**config.mk**
```make
export PLATFORM = sky130hd
export DESIGN_NAME = network_sequencer
export DESIGN_NICKNAME = d
export VERILOG_FILES = /design/src/rtl/net_pkg.sv /design/src/rtl/edge_counter.sv /design/src/rtl/network_sequencer.sv
export SDC_FILE = /design/constraint.sdc
export NUM_CORES = 1
export LEC_CHECK = 0
export CAP_MARGIN = 10
export CORE_ASPECT_RATIO = 0.9
export CORE_MARGIN = 2
export CORE_UTILIZATION = 45
export CTS_CLUSTER_DIAMETER = 40
export DETAILED_ROUTE_END_ITERATION = 8
export GPL_TIMING_DRIVEN = 0
export PLACE_DENSITY = 0.72
export SYNTH_ARGS = -nofsm -noshare
export SYNTH_HDL_FRONTEND = slang
export SYNTH_SLANG_ARGS = --single-unit
export TNS_END_PERCENT = 10
```
**constraint.sdc**
```tcl
create_clock -name clk -period 2.2 [get_ports clk]
set_clock_uncertainty 0.2 [all_clocks]
set_input_delay 0.44 -clock clk [delete_from_list [all_inputs] [get_ports clk]]
set_output_delay 0.44 -clock clk [all_outputs]
set_load 0.1 [all_outputs]
```
**src/rtl/net_pkg.sv**
```systemverilog
// Shared FSM state encoding and run-length helper for the network sequencer.
package net_pkg;

  typedef enum logic [2:0] {
    ST_IDLE,
    ST_START,
    ST_RUN,
    ST_SETTLE,
    ST_REPORT
  } state_t;

  // Run window length: pixels * 2**(WIDTH+2) network cycles.
  function automatic int unsigned run_cycles(input int unsigned height,
                                             input int unsigned width);
    return height << (width + 2);
  endfunction

endpackage

```
**src/rtl/edge_counter.sv**
```systemverilog
// Rising-edge detector feeding a saturating counter; clr also clears the edge history.
module edge_counter #(
  parameter int unsigned CNT_W = 8
) (
  input  logic             clk,
  input  logic             rst_n,
  input  logic             clr,
  input  logic             en,
  input  logic             din,
  output logic [CNT_W-1:0] count
);

  logic prev;

  always_ff @(posedge clk) begin
    if (!rst_n || clr) begin
      prev  <= 1'b0;
      count <= '0;
    end else if (en) begin
      prev <= din;
      if (din && !prev && (count != '1)) begin
        count <= count + 1'b1;
      end
    end
  end

endmodule

```
**src/rtl/network_sequencer.sv**
```systemverilog
// Feeds one pixel frame to a spiking network, times the run window, waits for
// idle (bounded by GUARD) and hands back the spike count through a ready/valid port.
module network_sequencer
  import net_pkg::*;
#(
  parameter int unsigned WIDTH  = 8,
  parameter int unsigned HEIGHT = 7,
  parameter int unsigned GUARD  = 16,
  parameter int unsigned CNT_W  = 8
) (
  input  logic              clk,
  input  logic              rst_n,
  input  logic              in_valid,
  output logic              in_ready,
  input  logic [HEIGHT-1:0] in_pixels,
  output logic [HEIGHT-1:0] net_pixels,
  output logic              net_start,
  input  logic [1:0]        net_out,
  output logic              res_valid,
  input  logic              res_ready,
  output logic [CNT_W-1:0]  res_count,
  output logic              res_spiked,
  output logic              res_timeout
);

  localparam int unsigned RUN_CYCLES = run_cycles(HEIGHT, WIDTH);
  localparam int unsigned TW         = $clog2(RUN_CYCLES + GUARD) + 1;
  localparam logic [TW-1:0] RUN_LAST   = TW'(RUN_CYCLES - 1);
  localparam logic [TW-1:0] GUARD_LAST = TW'(GUARD - 1);

  state_t        state, state_next;
  logic [TW-1:0] timer;
  logic          capture;
  logic          cnt_clr;
  logic          cnt_en;
  logic          timer_clr;
  logic          timeout_set;

  always_comb begin
    state_next  = state;
    in_ready    = 1'b0;
    net_start   = 1'b0;
    res_valid   = 1'b0;
    capture     = 1'b0;
    cnt_clr     = 1'b0;
    cnt_en      = 1'b0;
    timer_clr   = 1'b0;
    timeout_set = 1'b0;
    case (state)
      ST_IDLE: begin
        in_ready = 1'b1;
        if (in_valid) begin
          capture    = 1'b1;
          cnt_clr    = 1'b1;
          timer_clr  = 1'b1;
          state_next = ST_START;
        end
      end
      ST_START: begin
        net_start  = 1'b1;
        cnt_clr    = 1'b1;
        timer_clr  = 1'b1;
        state_next = ST_RUN;
      end
      ST_RUN: begin
        cnt_en = 1'b1;
        if (timer == RUN_LAST) begin
          timer_clr  = 1'b1;
          state_next = ST_SETTLE;
        end
      end
      ST_SETTLE: begin
        // Edges are still counted on the cycle that exits, idle or timed out.
        cnt_en = 1'b1;
        if (net_out[1]) begin
          state_next = ST_REPORT;
        end else if (timer == GUARD_LAST) begin
          timeout_set = 1'b1;
          state_next  = ST_REPORT;
        end
      end
      ST_REPORT: begin
        res_valid = 1'b1;
        if (res_ready) state_next = ST_IDLE;
      end
      default: state_next = ST_IDLE;
    endcase
  end

  always_ff @(posedge clk) begin
    if (!rst_n) begin
      state       <= ST_IDLE;
      timer       <= '0;
      net_pixels  <= '0;
      res_spiked  <= 1'b0;
      res_timeout <= 1'b0;
    end else begin
      state <= state_next;
      timer <= (timer_clr || !cnt_en) ? '0 : timer + 1'b1;
      if (capture) begin
        net_pixels  <= in_pixels;
        res_spiked  <= 1'b0;
        res_timeout <= 1'b0;
      end else begin
        if (cnt_en && net_out[0]) res_spiked <= 1'b1;
        if (timeout_set) res_timeout <= 1'b1;
      end
    end
  end

  edge_counter #(
    .CNT_W(CNT_W)
  ) u_edge_counter (
    .clk  (clk),
    .rst_n(rst_n),
    .clr  (cnt_clr),
    .en   (cnt_en),
    .din  (net_out[0]),
    .count(res_count)
  );

endmodule

```
### Yosys cells after proc, flatten, opt, wreduce, memory -nomap -nowiden

Cells that the tools add are included.

| word-level totals | value |
|---|---|
| bits in registers | 35 |
| output and inout port bits | 20 |
| word-level logic and storage cells | 53 |

| cells by class | value |
|---|---|
| add/sub/neg operators | 2 |
| equality and inequality tests | 11 |
| mux-type cells | 18 |
| bitwise logic cells | 1 |
| reductions and logical operators | 14 |

Operators with widths:

| kind | count |
|---|---|
| 3-bit two-way mux | 5 |
| 3-bit one-hot mux with 5 select lines | 1 |
| 14-bit by 1-bit adder with 14-bit output, second input constant | 1 |
| 14-bit by 13-bit == test with 1-bit output, second input constant | 1 |
| 14-bit by 4-bit == test with 1-bit output, second input constant | 1 |
| 1-bit two-way mux | 10 |
| 8-bit by 1-bit adder with 8-bit output, second input constant | 1 |
| 8-bit inequality test, second input constant | 1 |
| 3-bit by 2-bit == test with 1-bit output, second input constant | 2 |
| 2-bit inequality test, second input constant | 3 |
| 2-bit OR reduction | 3 |
| 4-bit AND reduction | 1 |
| 3-bit by 1-bit == test with 1-bit output, second input constant | 1 |
| 3-bit == test, second input constant | 1 |
| 1-bit logical AND | 3 |
| 1-bit zero test | 3 |
| 3-bit zero test | 1 |
| 3-bit inequality test, second input constant | 1 |
| 1-bit one-hot mux with 3 select lines | 1 |
| 1-bit logical OR | 2 |
| 1-bit one-hot mux with 2 select lines | 1 |
| 2-bit AND reduction | 1 |
| 1-bit inverter | 1 |

### Logic depth before layout (Yosys ltp)

Gate-level depths: netlist (run 1).

| logic depth | value |
|---|---|
| depth in word-level cells | 6 |
| mapped depth | 7 |

### By module

A second synthesis (run 1) with hierarchy kept.

| unflattened totals | value |
|---|---|
| cells, all modules | 178 |
| area, all modules | 1605.3 um^2 |

Modules (own cells, without submodules):

| module | times used | cells an instance | area an instance (um^2) | seq. area each (um^2) |
|---|---|---|---|---|
| network_sequencer | 1 | 130 | 1134.8 | 520.5 |
| edge_counter | 1 | 48 | 470.5 | 180.2 |

### Worst setup path before layout (run 1)

No wires, ideal clock.

| timing path | value |
|---|---|
| path type | reg2reg |
| from | register state[0] |
| to | register u_edge_counter.count[7] |
| library setup time | 0.125 ns |
| data arrival time | 3.163 ns |
| data required time | 1.875 ns |
| slack | -1.288 ns |
| stages on the path, launching flop included | 5 |
| buffers on the path | 1 |
| clock period less this slack | 3.488 ns |
| cell sequence | dfxtp_1 -> nor3b_1 -> or3_1 -> buf_6 -> a21oi_1 |

| on the way | value |
|---|---|
| word-level cells in the longest chain between the ends | 4 |
| elaborated cells between the ends (all ways) | 9 |
| classes of those cells | eq/ne: 3; mux: 2; reduce/logical: 4 |

RTL lines:

| item | RTL line | source |
|---|---|---|
| from (decl) | network_sequencer.sv:31 | `state_t state, state_next;` |
| from (signal assigned) | network_sequencer.sv:98 | `state <= state_next;` |
| 3-bit by 2-bit == test with 1-bit output | network_sequencer.sv:49 | `case (state)` |
| 2-bit OR reduction (no line) | -- |  |
| 1-bit two-way mux | network_sequencer.sv:49 |  |
| 2-bit AND reduction (no line) | -- |  |
| to (signal assigned) | edge_counter.sv:22 | `count <= count + 1'b1;` |
| to (decl) | edge_counter.sv:10 | `output logic [CNT_W-1:0] count` |

Several ways; a longest one is shown, not always the timed one.
A chain may end at the register's enable or synchronous reset.

### Final worst setup path (run 1)

| timing path | value |
|---|---|
| from | register u_edge_counter.count[6] |
| to | output port res_count[6] |

RTL lines:

| item | RTL line | source |
|---|---|---|
| to (decl) | network_sequencer.sv:21 | `output logic [CNT_W-1:0] res_count,` |

No word-level cell between the ends.

==> results summary, run 1 <==
Counting every net in the synthesized netlist gives roughly 190. The netlist uses 39 different library cells. After detailed routing, the average wire length per cell comes to between 10 and 15 µm. The buffer depth of the longest clock path is 2. The residual overflow from global routing came out at 0. For the worst-skew pair, the clock arrives at the later sink with an insertion delay of around 270 ps.

By area, the combinational part of the netlist is dominated by simple AND/OR/NAND/NOR gates. The total power density per cell area came out at around 760 nW/µm². The largest fanout of any net on the critical path came out at 4. The initial utilization of the core area, before any placement, comes to 0.4649. The die covers a little under 4000 µm². The H-tree depth reported by CTS came out at 2. The cell at the root of the clock tree is sky130_fd_sc_hd__clkbuf_8.

The worst setup path is captured at a primary output. The required time of the critical path is approximately 1600 ps. The number of warning messages in the yosys log is 0. The share of the synthesized area in compound gates (AO/OA/AOI/OAI) came to 0.1172. The TritonCTS clock tree is done. The share of the Yosys chip area taken by registers is 0.4494.

The simple logic cell fraction of the synthesized area came out at 0.2994. The die is 59.84 µm tall. In this run the critical register-to-register path is captured at timer[9]$_SDFF_PP0_. The run finished with clean final reports. The via count of the first global-routing pass came out at between 1k and 1.5k. The maximum operating frequency came out at 462.4 MHz. Among cell families on the critical path, the largest total delay comes from buffers and inverters. Entering global routing, the biggest net connects 12 pins.

Once detailed placement completed, the half-perimeter wirelength came to 2370 µm. The number of cells on the worst reg-to-reg path is 7. The met2 track demand over resource in global routing is 0.3088. In this run the mean area of a mapped cell was 8.858 µm².

The count of final hold-check violations came out at 0. The critical path launch point is u_edge_counter.count[6]$_SDFFE_PP0P_. The total detailed-routing wirelength is roughly 3200 µm. In the final layout, flip-flops and latches occupy between 700 and 800 µm². After technology mapping, the gate count stands at around 180. The final cell utilization of the core is 0.6216.

The top cell type's share of synthesized area came out at 0.4494. The wire length of the first global-routing pass is roughly 5500 µm. The area growth from synthesis to final layout is 33.71%. The path class of the tightest hold or removal check is flop to flop. The global-route met3 utilization is 0.03955. In this run, post-CTS hold repair placed 0 buffers. The clock-pin slew of the registers on the worst-case setup and hold paths is roughly 70 ps. In the finished design, the share of the clock period the worst path needs comes to 0.9830.

The multi-input combinational cells in the finished layout cover a total of between 800 and 900 µm². Max-cap violations in this run came to 0. The pre-antenna-repair detailed-routing pass consisted of 4 iterations. The worst vdd rail ir drop came out at about 570 µV.

In the post-synthesis netlist, the biggest area contributors are sky130_fd_sc_hd__dfxtp_1 (45%), sky130_fd_sc_hd__nand2_1 (5.3%), sky130_fd_sc_hd__nor2_1 (5.3%), sky130_fd_sc_hd__xnor2_1 (5.1%), sky130_fd_sc_hd__a21oi_1 (4.2%). The static leakage came out at about 0.76 nW. The count of boundary I/O pins is 33. At the pin with the least slew margin, the transition time is 962.0 ps. The number of buffers created by CTS is 5. The signal on the critical path passes through dlygate4sd2_1. The minimum clock period came out at 2163 ps. The final route contains 1400 vias. The register bit count reported by yosys came out at 35. The setup violation total in the final timing report came out at 0.

Setup repair after global routing left no endpoint under its margin. The share of final-layout standard cells stronger than drive strength 1 is 0.1468. The category of the critical setup timing path is flop to primary output. The number of buffers and inverters on the critical path is 1. The data arrival time of the critical path is roughly 1500 ps. The headroom to the max-slew limit is 0.3612. The repair_antennas step left the layout with diodes totalling 0. The horizontal extent of the die is ~66 µm. The number of core rows is 20. In the global route stage, overall resource usage came out at 0.1777. The number of clock sinks came out at 35. On the critical path, the stage with the largest delay is an instance of sky130_fd_sc_hd__dlygate4sd2_1. The initial DRC count is 57.

In this run the cell area of the synthesized design comes to around 1600 µm². The multiplexer fraction of the synthesized cell area is 0.01284. The initial antenna violation count came out at 0.

Of the total synthesized cell area, the portion taken by XOR and XNOR cells is 0.07303. The adder-cell share of the synthesized area is 0.01605. After floorplanning, the core was sized to cover about 3400 µm². The final routed DRC violation total is 0. The number of nets with antenna violations after routing came out at 0. The startpoint identified for the worst register-to-register timing path is timer[0]$_SDFF_PP0_. The delay of the slowest cell on the worst path is a little under 900 ps. Routability-driven placement finished with a final weighted congestion of 0.8113. The number of nets in the layout came out at 232.

The port buffer count is 32. The total power came out at around 1.6 mW. Of all cell types, the one taking the most synthesized area is sky130_fd_sc_hd__dfxtp_1. The setup check on the worst reg-to-reg path leaves a slack of between 200 and 300 ps. The total of fill cells in the finished design came out at approximately 300.

The worst setup path is launched from a flop. In this run the number of cells on the critical path is 1. The met1 routing resource usage after global routing is 0.2144. The post-detailed-route via-to-cell ratio is approximately 5.3. The most critical setup path has its endpoint at res_count[6].

The number of max-slew violations in the final report is 0. In this run the most used layer during global routing was met2.
stage by stage:
| step | hold slack [ps] | setup TNS (ps) | instances | instance area (µm²) | worst slack (ps) |
|---|---|---|---|---|---|
| 4_1_cts | 260.9 | 0 | 260 | 2072 | 0.4079 |
| 5_1_grt | 276.6 | 0 | 262 | 2085 | 9.516 |
| 2_1_floorplan | 229.7 | -95.79 | 176 | 1590 | -14.44 |
| 3_5_place_dp | 253.6 | -2111 | 252 | 1966 | -393.9 |
| 3_3_place_gp | 240.9 | -1976 | 252 | 1966 | -402.8 |
| 6_report | 257.4 | 0 | 262 | 2085 | 37.34 |
cell usage in the layout, fill, tap and decap left out, types with 3 or more instances in the layout:
cell type                         netlist  final
sky130_fd_sc_hd__dfxtp_1               35     33
sky130_fd_sc_hd__nor2_1                22     22
sky130_fd_sc_hd__nand2_1               22     22
sky130_fd_sc_hd__a21oi_1               13     13
sky130_fd_sc_hd__clkdlybuf4s50_1        0     12
sky130_fd_sc_hd__dlygate4sd2_1          0     12
sky130_fd_sc_hd__xnor2_1                9      9
sky130_fd_sc_hd__nand4_1                7      7
sky130_fd_sc_hd__nand3_1                5      5
sky130_fd_sc_hd__or3_1                  5      5
sky130_fd_sc_hd__clkbuf_8               0      5
sky130_fd_sc_hd__xor2_1                 4      4
sky130_fd_sc_hd__nor3_1                 4      4
sky130_fd_sc_hd__nor4_1                 4      4
sky130_fd_sc_hd__buf_4                  1      3
sky130_fd_sc_hd__and4_1                 3      3
sky130_fd_sc_hd__and3_1                 3      3
sky130_fd_sc_hd__inv_1                  3      3
sky130_fd_sc_hd__o31ai_1                3      3
sky130_fd_sc_hd__o21ai_0                3      3
cell usage after synthesis:
cell / number
sky130_fd_sc_hd__xor2_1: 4
sky130_fd_sc_hd__o21ai_2: 1
sky130_fd_sc_hd__buf_2: 1
sky130_fd_sc_hd__nor3_2: 1
sky130_fd_sc_hd__clkinv_1: 1
sky130_fd_sc_hd__a21oi_2: 2
sky130_fd_sc_hd__nor3b_1: 2
sky130_fd_sc_hd__or3_1: 5
sky130_fd_sc_hd__ha_1: 2
sky130_fd_sc_hd__inv_1: 3
sky130_fd_sc_hd__or4_1: 2
sky130_fd_sc_hd__nand3_1: 5
sky130_fd_sc_hd__and4bb_2: 1
sky130_fd_sc_hd__nor4_1: 4
sky130_fd_sc_hd__nand2_1: 22
sky130_fd_sc_hd__o2bb2ai_1: 1
sky130_fd_sc_hd__o221a_2: 1
sky130_fd_sc_hd__mux2i_1: 2
sky130_fd_sc_hd__dfxtp_1: 35
sky130_fd_sc_hd__xnor2_1: 9
sky130_fd_sc_hd__o21ai_0: 3
sky130_fd_sc_hd__a31oi_1: 1
sky130_fd_sc_hd__and4_1: 3
sky130_fd_sc_hd__o31ai_1: 3
sky130_fd_sc_hd__nor2b_1: 2
sky130_fd_sc_hd__a21oi_1: 13
sky130_fd_sc_hd__nor2_1: 22
sky130_fd_sc_hd__and3_1: 3
sky130_fd_sc_hd__nor3_1: 4
sky130_fd_sc_hd__o21a_1: 1
sky130_fd_sc_hd__and4bb_4: 1
sky130_fd_sc_hd__o211ai_1: 1
sky130_fd_sc_hd__nand4_1: 7
sky130_fd_sc_hd__and2_4: 1
sky130_fd_sc_hd__and2_1: 1
sky130_fd_sc_hd__nand3b_1: 2
sky130_fd_sc_hd__buf_4: 1
sky130_fd_sc_hd__a211oi_2: 1
sky130_fd_sc_hd__buf_6: 2
worst min-delay path by stage:
stage | startpoint | to | slack [ps] | cells past startpoint
finish | net_pixels[5]$_SDFFE_PN0P_ | net_pixels[5]$_SDFFE_PN0P_ | 260 | 2
global route | net_pixels[5]$_SDFFE_PN0P_ | net_pixels[5]$_SDFFE_PN0P_ | 280 | 2
CTS | net_pixels[5]$_SDFFE_PN0P_ | net_pixels[5]$_SDFFE_PN0P_ | 260 | 2
detailed placement | net_pixels[5]$_SDFFE_PN0P_ | net_pixels[5]$_SDFFE_PN0P_ | 250 | 2
global placement | net_pixels[6]$_SDFFE_PN0P_ | net_pixels[6]$_SDFFE_PN0P_ | 240 | 2
floorplan | timer[0]$_SDFF_PP0_ | timer[0]$_SDFF_PP0_ | 230 | 1
layout make-up:
| class | count | share of cell area |
|---|---|---|
| multi-input combinational | 133 | 0.4016 |
| clock inverter | 2 | 0.02881 |
| buffer | 4 | 0.01681 |
| sequential | 35 | 0.3373 |
| inverter | 4 | 0.007203 |
| clock buffer | 6 | 0.03481 |
| tap | 44 | 0.02641 |
| timing repair buffer | 34 | 0.1471 |
report_power, final:
group	total (mW)	internal (mW)	switching [mW]	leakage, nW
logic	0.249	0.0751	0.174	0.406
clock network	0.665	0.453	0.213	0.0654
registers	0.662	0.650	0.0127	0.284
total	1.58	1.18	0.399	0.756
cell families (layout without fill, tap and decap cells):
family                   Yosys count  in the layout
adder cells (fa/ha/maj)            2              2
XOR/XNOR                          13             13
AO/OA/AOI/OAI                     28             28
flip-flops                        35             35
multiplexers                       2              2
AND/OR/NAND/NOR                   88             88
buffers and inverters              8             50
layer usage:
metal	up-vias	part of all wire
met5	-	0
met4	0	0.0059
met3	2	0.055
met2	36	0.47
met1	652	0.47
li1	710	-
state kept, by name, summed over array words and instances, names as in the netlist:
signal	flops
res_spiked	1
res_timeout	1
state	3
u_edge_counter.prev	1
u_edge_counter.count	8
timer	14
net_pixels	7
repair_timing:
action | 4_1_cts | 5_1_grt
pin swaps | 0 | 1
endpoints found under the setup margin | 20 | 17
cloned | 0 | 0
buffers inserted | 0 | 2
resized for setup | 33 | 8
Note: power is estimated with default switching activity, not from simulation.
==> run 2: changes to the inputs <==
- PLACE_DENSITY: 0.72 -> 0.81
==> results summary, run 2 (synthesis results as in run 1) <==
The number of max-slew violations in the final report came out at 0 (unchanged). The total half-perimeter wirelength after legalization and detailed placement is 2206 µm (-6.9%). The worst setup margin came to 38.15 ps (+0.8086 ps). The count of placed standard cells in the final layout, fillers left out is 260 (-0.76%). In the layout the commonest cells are sky130_fd_sc_hd__dfxtp_1 (33), sky130_fd_sc_hd__nor2_1 (22), sky130_fd_sc_hd__nand2_1 (22). The wire length of the first global-routing pass came to 5057 µm (-8.2%). The minimum clock period was 2162 ps (-0.8086 ps). The static leakage is 0.7317 nW (-3.2%).

The overall routing resource usage came to 0.1689 (-0.008712). The length of the first detailed-routing pass in iterations was 4 (unchanged). The internal cell power is 1.008 mW (-14%). The number of clock sinks came out at 35 (unchanged). The die area is 3952 µm² (unchanged). The total number of vias was 1378 (-1.6%).

The number of core rows came to 20 (unchanged). The total of fill cells in the finished design is 299 (-0.99%). The required time of the critical path is 1560 ps (about the same). The number of nets with antenna violations after routing came out at 0 (unchanged). The insertion delay of the later-clocked pin in the worst-skew pair was 290 ps (+20 ps). The combinational group share of total power is 0.174 (+0.016).

The worst vdd rail ir drop is 420.5 µV (-26%). The pre-CTS setup slack is -388.2 ps (+5.665 ps). The number of buffers created by CTS came to 5 (unchanged).

The critical path is of the flop to primary output type. The horizontal extent of the die came out at 66.05 µm (unchanged). The largest fanout of any net on the critical path is 8 (+4). The number of nets in the layout came out at 230 (-0.86%).

The starting utilization of the core area is 0.4649 (unchanged). Setup repair after global routing could not meet its margin everywhere. Walking the worst path, the cells encountered are nor3_4 > clkdlybuf4s18_2. The pin count of the biggest net entering global routing came out at 11 (-1). The library cell used most frequently in the layout, excluding fill and tap cells, is sky130_fd_sc_hd__dfxtp_1. The data arrival time of the critical path came out at 1520 ps (about the same). The count of final hold-check violations is 0 (unchanged). The transition time at the pin with the least slew margin is 955.2 ps (-6.816 ps).

Clock tree synthesis selected as its root buffer the cell sky130_fd_sc_hd__clkbuf_8. The final routed DRC violation total is 0 (unchanged). The via count of the first global-routing pass came to 1153 (-15%). The clock-pin slew of the registers on the worst-case setup and hold paths was 70 ps (about the same).

The cell with the biggest individual delay on the critical path is sky130_fd_sc_hd__clkdlybuf4s18_2. The setup TNS came out at 0 ps (unchanged). The post-detailed-route via-to-cell ratio was 5.300 (-0.81%).

The buffer depth of the longest clock path came out at 2 (unchanged). The count of max-cap constraint violations is 0 (unchanged). The antenna diode count is 0 (unchanged). The share of final-layout standard cells stronger than drive strength 1 came out at 0.1481 (+0.001359).

The residual overflow from global routing is 0 (unchanged). The delay of the slowest cell on the worst path is 570 ps (-300 ps). The post-detailed-route wirelength per cell came out at 12.30 µm (-0.66%). The total setup buffers inserted after CTS came out at 0 (unchanged). The relative contribution of the clock network to total power came out at 0.360 (-0.062).

The core box area is 3353 µm² (unchanged). The share of the clock period used by the worst path came out at 0.9827 (about the same). The height of the chip is 59.84 µm (unchanged). The capturing element type of the critical path is a primary output. The worst setup path is launched from a flop. The final worst hold slack came out at 249.7 ps (-7.687 ps). TritonCTS built the clock tree. The net switching fraction of the power was 0.2897 (+0.03675). In the final layout, the registers with the most flip-flops are timer x14, u_edge_counter.count x8, net_pixels x7.

The H-tree depth reported by CTS is 2 (unchanged). The total power density per cell area came out at 699.2 nW/µm² (-7.5%). More flip-flops sit in one register than any other, and that register is timer. The setup violation total in the final timing report came to 0 (unchanged).

The initial DRC count came out at 70 (+23%). The initial antenna violation count is 0 (unchanged). The register-to-register path setup slack came out at 190 ps (-70 ps). The total detailed-routing wirelength is 3199 µm (-1.4%). The final weighted congestion in routability-driven placement came to 0.8193 (+0.99%). The cell total after placement was 252 (unchanged).

The tightest min-delay check is of the flop to flop type. The flip-flop count of the largest register after layout is 14 (unchanged). The port buffer count is 32 (unchanged).

The maximum operating frequency came out at 462.6 MHz (about the same). The net switching power came to 411.4 µW (+3.2%). The headroom to the max-slew limit is 0.3657 (+0.004526). The relative contribution of sequential cells to total power is 0.466 (+0.046). The flow ran to the end, and the final reports show no timing, DRC or antenna violations. The count of boundary I/O pins is 33 (unchanged). Compared with the post-synthesis result, the final layout area differs by 30.26%.
run 2: worst paths after layout:
path | start | endpoint | cells past startpoint
hold reg to reg | net_pixels[6]$_SDFFE_PN0P_ | net_pixels[6]$_SDFFE_PN0P_ | 2
setup / recovery | state[2]$_SDFFE_PN0P_ | in_ready | 2
setup reg to reg | timer[0]$_SDFF_PP0_ | timer[11]$_SDFF_PP0_ | 6
hold / removal | net_pixels[6]$_SDFFE_PN0P_ | net_pixels[6]$_SDFFE_PN0P_ | 2
run 2: layout make-up:
cell class	instances	area, µm²	area share
multi-input cells	133	837.1	0.4122
flip-flops and latches	35	703.2	0.3463
repair buffers	32	282.8	0.1392
clock buffers	8	100.1	0.04929
well taps	44	55.05	0.02711
plain buffers	4	37.54	0.01848
inverters	4	15.01	0.007394
run 2: worst max-delay path: cells and delay by family, from the launching register on:
kind | cells | cell delay, ps
AND/OR/NAND/NOR | 1 | 250
flip-flops | 1 | 420
buffers and inverters | 1 | 570
run 2: power by group through the flow:
stage	sequential (mW)	clock (mW)	combinational [mW]
finish	0.662	0.511	0.247
global route	0.664	0.544	0.261
CTS	0.662	0.523	0.247
detailed placement	0.677	0	0.256
global placement	0.676	0	0.254
floorplan	0.752	0	0.112
run 2: what timing repair did:
action,4_1_cts,5_1_grt
setup endpoints to repair,20,18
hold buffers,0,0
resized for setup,35,11
hold endpoints to repair,0,0
run 2: stage by stage:
stage | util | power (mW) | area, µm²
after floorplan | - | 0.8631 | 1590
after global placement | 0.5862 | 0.9301 | 1966
after detailed placement | 0.5862 | 0.9325 | 1966
final | 0.6056 | 1.420 | 2031
after CTS | 0.6090 | 1.431 | 2042
after global routing | 0.6056 | 1.468 | 2031
run 2: per-layer routing:
metal | track usage | vias to the layer above | part of all wire
met5 | 0 | - | 0
met4 | 0.08746 | 0 | 0.013
met3 | 0.04520 | 5 | 0.058
met2 | 0.2525 | 33 | 0.43
met1 | 0.2251 | 637 | 0.50
li1 | - | 703 | -
==> run 3: changes to the inputs <==
- CTS_CLUSTER_SIZE: not set -> 20
==> results of run 3 <==
The final DEF is identical to that of run 2; final timing and power are the same.
